[src/rtl/mips16_ctrl_pkg.sv]
// mips16_ctrl_pkg
// Shared types and constants for the MIPS16 run controller.
//   ctrl_state_e : controller FSM states
//   ST_*         : run result codes reported on status_o
//   RST_CYC_DEF  : default core reset hold window in cycles
//   sat_inc16    : saturating 16-bit increment used by the run counter
package mips16_ctrl_pkg;

  typedef enum logic [2:0] {
    IDLE     = 3'd0,
    LOAD     = 3'd1,
    RST_HOLD = 3'd2,
    RUN      = 3'd3,
    DONE     = 3'd4
  } ctrl_state_e;

  localparam logic [1:0] ST_NONE  = 2'b00;
  localparam logic [1:0] ST_HALT  = 2'b01;
  localparam logic [1:0] ST_LIMIT = 2'b10;
  localparam logic [1:0] ST_ABORT = 2'b11;

  localparam int unsigned RST_CYC_DEF = 2;

  // Sticks at 0xFFFF instead of wrapping so a runaway program reads as "very long".
  function automatic logic [15:0] sat_inc16(input logic [15:0] v);
    return (v == 16'hFFFF) ? v : v + 16'd1;
  endfunction

endpackage

[src/rtl/mips16_halt_det.sv]
// mips16_halt_det
// Detects the core parking on its halt self-jump: the PC equals halt_pc in two
// consecutive RUN cycles.
//   clk_i      : system clock
//   reset_i    : synchronous active-high reset
//   run_i      : controller is in RUN this cycle
//   pc_i       : core program counter
//   halt_pc_i  : PC value that means "halted"
//   halt_o     : combinational flag, second consecutive match seen this cycle
module mips16_halt_det (
  input  logic        clk_i,
  input  logic        reset_i,
  input  logic        run_i,
  input  logic [15:0] pc_i,
  input  logic [15:0] halt_pc_i,
  output logic        halt_o
);

  logic [15:0] prev_pc_q;
  logic        prev_valid_q;

  // The valid flag tracks "last cycle was also RUN", so the first RUN cycle of a
  // run never compares against a stale PC from an earlier run.
  always_ff @(posedge clk_i) begin
    if (reset_i) begin
      prev_pc_q    <= 16'h0000;
      prev_valid_q <= 1'b0;
    end else begin
      prev_pc_q    <= pc_i;
      prev_valid_q <= run_i;
    end
  end

  assign halt_o = run_i & prev_valid_q & (prev_pc_q == halt_pc_i) & (pc_i == halt_pc_i);

endmodule

[src/rtl/mips16_run_ctrl.sv]
// mips16_run_ctrl
// Sequences the 16-bit single-cycle MIPS core: loads a program into IMEM from a
// valid/ready word stream, holds the core in reset for RST_CYC cycles, runs it
// while counting cycles, and stops on halt, cycle limit or abort.
//   clk_i, reset_i        : clock, synchronous active-high reset
//   start_i               : start pulse, honoured only in IDLE
//   prog_len_i            : words to load (0 skips load, saturates at 2^IMEM_AW)
//   run_limit_i           : max RUN cycles, 0 = unlimited
//   halt_pc_i             : PC that signals halt
//   abort_i               : level abort from LOAD/RST_HOLD/RUN
//   ld_valid_i, ld_data_i : program word stream in
//   ld_ready_o            : stream ready (LOAD state)
//   imem_we_o/addr_o/wdata_o : IMEM write port
//   core_reset_o          : core reset, low only in RUN
//   pc_in_i               : core PC
//   busy_o, done_o        : activity flag, one-cycle end-of-run pulse
//   status_o              : result code (none/halt/limit/abort)
//   cycle_count_o         : RUN cycles of the last or current run
module mips16_run_ctrl
  import mips16_ctrl_pkg::*;
#(
  parameter int unsigned IMEM_AW = 4,
  parameter int unsigned RST_CYC = RST_CYC_DEF
) (
  input  logic               clk_i,
  input  logic               reset_i,
  input  logic               start_i,
  input  logic [IMEM_AW:0]   prog_len_i,
  input  logic [15:0]        run_limit_i,
  input  logic [15:0]        halt_pc_i,
  input  logic               abort_i,
  input  logic               ld_valid_i,
  input  logic [15:0]        ld_data_i,
  output logic               ld_ready_o,
  output logic               imem_we_o,
  output logic [IMEM_AW-1:0] imem_addr_o,
  output logic [15:0]        imem_wdata_o,
  output logic               core_reset_o,
  input  logic [15:0]        pc_in_i,
  output logic               busy_o,
  output logic               done_o,
  output logic [1:0]         status_o,
  output logic [15:0]        cycle_count_o
);

  localparam int unsigned LW   = IMEM_AW + 1;
  localparam int unsigned RH_W = (RST_CYC > 1) ? $clog2(RST_CYC) : 1;
  localparam logic [LW-1:0]   MAX_LEN = LW'(1) << IMEM_AW;
  localparam logic [RH_W-1:0] RH_LOAD = RH_W'(RST_CYC - 1);

  ctrl_state_e     state_q, state_d;
  logic [LW-1:0]   word_cnt_q;
  logic [LW-1:0]   len_q;
  logic [15:0]     limit_q;
  logic [RH_W-1:0] rh_cnt_q;
  logic            core_reset_q;
  logic            busy_q;
  logic            done_q;
  logic [1:0]      status_q;
  logic [15:0]     count_q;

  logic [LW-1:0]   len_sat;
  logic [15:0]     count_inc;
  logic            in_load;
  logic            in_run;
  logic            halt_hit;
  logic            limit_hit;
  logic            last_word;
  logic [1:0]      stop_code;

  assign len_sat   = (prog_len_i > MAX_LEN) ? MAX_LEN : prog_len_i;
  assign count_inc = sat_inc16(count_q);
  assign in_load   = (state_q == LOAD);
  assign in_run    = (state_q == RUN);
  assign limit_hit = (limit_q != 16'h0000) && (count_inc == limit_q);
  assign last_word = (word_cnt_q == len_q - LW'(1));

  assign ld_ready_o   = in_load;
  assign imem_we_o    = ld_valid_i & in_load;
  assign imem_addr_o  = word_cnt_q[IMEM_AW-1:0];
  assign imem_wdata_o = in_load ? ld_data_i : 16'h0000;

  assign core_reset_o  = core_reset_q;
  assign busy_o        = busy_q;
  assign done_o        = done_q;
  assign status_o      = status_q;
  assign cycle_count_o = count_q;

  mips16_halt_det u_halt_det (
    .clk_i     (clk_i),
    .reset_i   (reset_i),
    .run_i     (in_run),
    .pc_i      (pc_in_i),
    .halt_pc_i (halt_pc_i),
    .halt_o    (halt_hit)
  );

  // Next-state decode. Stop reasons are checked abort first, then halt, then
  // limit, so the highest-priority reason wins when several coincide.
  always_comb begin
    state_d   = state_q;
    stop_code = ST_NONE;
    case (state_q)
      IDLE: begin
        if (start_i) state_d = (len_sat == '0) ? RST_HOLD : LOAD;
      end
      LOAD: begin
        if (abort_i) begin
          state_d   = DONE;
          stop_code = ST_ABORT;
        end else if (ld_valid_i && last_word) begin
          state_d = RST_HOLD;
        end
      end
      RST_HOLD: begin
        if (abort_i) begin
          state_d   = DONE;
          stop_code = ST_ABORT;
        end else if (rh_cnt_q == '0) begin
          state_d = RUN;
        end
      end
      RUN: begin
        if (abort_i) begin
          state_d   = DONE;
          stop_code = ST_ABORT;
        end else if (halt_hit) begin
          state_d   = DONE;
          stop_code = ST_HALT;
        end else if (limit_hit) begin
          state_d   = DONE;
          stop_code = ST_LIMIT;
        end
      end
      DONE:    state_d = IDLE;
      default: state_d = IDLE;
    endcase
  end

  // Controller registers. The visible flags are computed from the next state so
  // they line up exactly with the state they describe.
  always_ff @(posedge clk_i) begin
    if (reset_i) begin
      state_q      <= IDLE;
      word_cnt_q   <= '0;
      len_q        <= '0;
      limit_q      <= 16'h0000;
      rh_cnt_q     <= RH_LOAD;
      core_reset_q <= 1'b1;
      busy_q       <= 1'b0;
      done_q       <= 1'b0;
      status_q     <= ST_NONE;
      count_q      <= 16'h0000;
    end else begin
      state_q      <= state_d;
      core_reset_q <= (state_d != RUN);
      busy_q       <= (state_d == LOAD) || (state_d == RST_HOLD) || (state_d == RUN);
      done_q       <= (state_d == DONE);
      case (state_q)
        IDLE: begin
          if (start_i) begin
            len_q      <= len_sat;
            limit_q    <= run_limit_i;
            count_q    <= 16'h0000;
            status_q   <= ST_NONE;
            word_cnt_q <= '0;
            rh_cnt_q   <= RH_LOAD;
          end
        end
        LOAD: begin
          if (imem_we_o) word_cnt_q <= word_cnt_q + LW'(1);
        end
        RST_HOLD: begin
          if (rh_cnt_q != '0) rh_cnt_q <= rh_cnt_q - RH_W'(1);
        end
        RUN: begin
          count_q <= count_inc;
        end
        default: begin
        end
      endcase
      if ((state_d == DONE) && (state_q != DONE)) status_q <= stop_code;
    end
  end

endmodule

[config.mk]
export PLATFORM = sky130hd
export DESIGN_NAME = mips16_run_ctrl
export DESIGN_NICKNAME = d
export VERILOG_FILES = /design/src/rtl/mips16_ctrl_pkg.sv /design/src/rtl/mips16_halt_det.sv /design/src/rtl/mips16_run_ctrl.sv
export SDC_FILE = /design/constraint.sdc
export NUM_CORES = 1
export LEC_CHECK = 0
export ABC_CLOCK_PERIOD_IN_PS = 3090
export CAP_MARGIN = 20
export CORE_UTILIZATION = 48
export CTS_BUF_LIST = sky130_fd_sc_hd__clkbuf_8 sky130_fd_sc_hd__clkbuf_16
export CTS_CLUSTER_SIZE = 16
export DETAILED_ROUTE_END_ITERATION = 12
export GPL_ROUTABILITY_DRIVEN = 0
export PLACE_DENSITY = 0.91
export SLEW_MARGIN = 20
export SYNTH_ARGS = -nofsm -noshare
export SYNTH_HDL_FRONTEND = slang
export SYNTH_HIERARCHICAL = 1
export SYNTH_SLANG_ARGS = --single-unit
[constraint.sdc]
create_clock -name clk_i -period 3.09 [get_ports clk_i]
set_clock_uncertainty 0.05 [all_clocks]
set_input_delay 0.927 -clock clk_i [delete_from_list [all_inputs] [get_ports clk_i]]
set_output_delay 0.927 -clock clk_i [all_outputs]
set_load 0.05 [all_outputs]
==> flow_summary.ini <==
[routing]
drt_iter0_markers = 413
num_vias = 4213
totalWireLength_um = 11500
drc_errors = 0
viasPerCell = 5.917
wire_per_inst_um = 16.15
postRouteAntennaNets = 0
first_pass_iters = 6

[global_routing]
grt_first_pass_wirelength_um = 18540
grtUsageTotal_pct = 27.67
overflow = 0
grt_pass1_vias = 4020
antenna_found_initial = 0
grt_max_degree = 32

[cells_and_area]
area_growth_syn_to_layout_pct = 43.43
num_antenna_cells = 0
nets = 682
final_common_cell = clkdlybuf4s50_1
drive_gt1_share_pct = 12.30
final_cell_mix = clkdlybuf4s50_1 (97), dfxtp_1 (68), nand2_1 (63), nor2_1 (42), a21oi_1 (39)

[floorplan]
core_area_um2 = 7767
die_h_um = 91.75
die-width_um = 91.75
pin_count = 117
dieArea_um2 = 8417
initial_utilization_pct = 49.77
row_count = 32

[critical_path]
crit_fanout = 11
path_class = reg2reg
required_ns = 3.33
startpoint_type = register
critPathArrivalTime_ns = 3.20
r2r.worst_path.cells = 9
endpoint_kind = register

[synth]
synth_compound_area_share_pct = 16.63
synthTopCellsByArea = dfxtp_1 (35%), nand2_1 (6.1%), a21oi_1 (5.0%), nor2_1 (4.1%), xnor2_1 (4.1%)
synth-xor-area-share_pct = 7.023
yosysSeqAreaShare_pct = 35.21
synth.distinct_cells = 60
synthMuxAreaShare_pct = 1.327
async_flop_share_pct = 0
syn_inst = 487
synth_top_area_cell = dfxtp_1
yosysWarnings = 6
syn-cell-area_um2 = 3866
synth_top_area_share_pct = 35.21
yosys_register_bits = 68
synth-simple-area-share_pct = 33.46
avgSynthCellArea_um2 = 7.939
synthesis.nets = 564
synth_edf_count = 0
synth_top_family_by_area = simple AND/OR/NAND/NOR gates
synth_ff_type = dfxtp_1
synth-adder-area-share_pct = 0.9709

[timing]
setup-tns-final_ns = 0
fin_ws_ns = 0.1204
hold_viol = 0
rsz0062_at_grt = false
fmax_mhz = 336.8
setup_violations = 0
slew_headroom_pct = 56.10
finalCritPeriodShare_pct = 96.10
final_max_slew_viol_count = 0
layout_min_cycle_time_ns = 2.970
worst_slew_pin_slew_ns = 0.6561

[power]
sequentialPowerShare_pct = 44.1
combPwrFrac_pct = 19.5
powerDensity_nw_per_um2 = 383.7
p_clk_share_pct = 36.4
cellLeakagePower_nw = 2.089
switching_share_pct = 26.75
internal_power_mw = 1.558
peakVddDrop_v = 0.0002802
p_sw_mw = 0.5691

[clocking]
cts_tree = yes
cts.clk_slew.worst_paths_ns = 0.07
post_cts_resize_count = 0
cts_sinks = 68
h-tree-depth = 3
cts_hold_buf = 0
cts_setup_buffers = 0
clk_path_buf_depth = 2
worstSkewPairLatency_ns = 0.35
cts_buffers = 9
cts_root_buf = clkbuf_8

[placed_design]
dp_hpwl_um = 8533
port_buffers = 116
place_worst_setup_slack_ns = 0.1031

[hold_path]
hold_path.class = reg2reg
whs_path_depth = 2

[run]
drv_cap = 0

[outcome]
status = completed
==> critical path, stage by stage (launching register included) <==
cell	delay, ns
dfxtp_1	0.54
nand4_1	0.23
buf_4	0.24
nor4_1	0.43
a2bb2oi_1	0.38
xor2_1	0.14
a211oi_2	0.18
nand4_2	0.15
or4_1	0.49
nand3_1	0.09
==> layer usage <==
layer / up-vias / track usage, % / wire, µm
met5: - / 0 / 0
met4: 0 / 11.46 / 386
met3: 51 / 9.784 / 1184
met2: 246 / 47.18 / 5659
met1: 1945 / 31.38 / 4270
li1: 1971 / - / -
==> power by group through the flow <==
| stage | combinational, mW | clock (mW) | sequential [mW] |
|---|---|---|---|
| floorplan | 0.198 | 0 | 0.958 |
| global placement | 0.400 | 0 | 0.955 |
| detailed placement | 0.413 | 0 | 0.957 |
| CTS | 0.416 | 0.782 | 0.937 |
| global route | 0.446 | 0.821 | 0.942 |
| finish | 0.416 | 0.774 | 0.938 |
==> cell families (layout without fill, tap and decap cells) <==
logic type	after synthesis	after routing
buffers and inverters	41	164
DFF	68	68
xor gates and xnor gates	31	31
muxes	5	5
and+or+nand+nor	240	240
adders and majority gates	3	3
AOI/OAI and AO/OA	99	99
==> final timing paths <==
| path | start | to | slack, ns |
|---|---|---|---|
| max | cycle_count_o[4] | status_o[1] | 0.12 |
| max reg2reg | cycle_count_o[4] | status_o[1] | 0.12 |
| min | limit_q[14] | limit_q[14] | 0.44 |
| min reg2reg | limit_q[14] | limit_q[14] | 0.44 |
==> cells in the mapped netlist (15+ instances only) <==
| cell | count |
|---|---|
| nor3_1 | 15 |
| dfxtp_1 | 68 |
| xnor2_1 | 18 |
| nand2_1 | 63 |
| and2_1 | 18 |
| a21oi_1 | 39 |
| nor2b_1 | 19 |
| nor2_1 | 42 |
| o21ai_0 | 16 |
| clkbuf_1 | 17 |
==> layout make-up <==
cell class	count	area [µm²]
Multi-Input combinational cell	378	2310
Fill cell	582	2222
Timing Repair Buffer	140	1504
Sequential cell	68	1361
Clock buffer	12	165.2
Tap cell	102	127.6
Clock inverter	4	47.55
Inverter	8	30.03
==> per-stage QoR <==
step	instance area [µm²]	hold slack, ns	cells	utilization (%)	power (mW)
global placement	5333	0.4081	696	68.65	1.354
CTS	5545	0.4363	712	71.39	2.135
floorplan	3872	0.3902	487	-	1.156
detailed placement	5333	0.4262	696	68.65	1.369
global route	5545	0.4541	712	71.39	2.209
finish	5545	0.4413	712	71.39	2.128
==> registers in the layout, indices dropped and copies added, names as in the netlist <==
| signal | cells |
|---|---|
| u_halt_det/prev_valid_q | 1 |
| limit_q | 16 |
| status_o | 2 |
| done_o | 1 |
| word_cnt_q | 5 |
| u_halt_det/prev_pc_q | 16 |
| rh_cnt_q | 1 |
| cycle_count_o | 16 |
| core_reset_o | 1 |
| len_q | 5 |
| state_q | 3 |
| busy_o | 1 |
(Power assumes the default switching activity.)
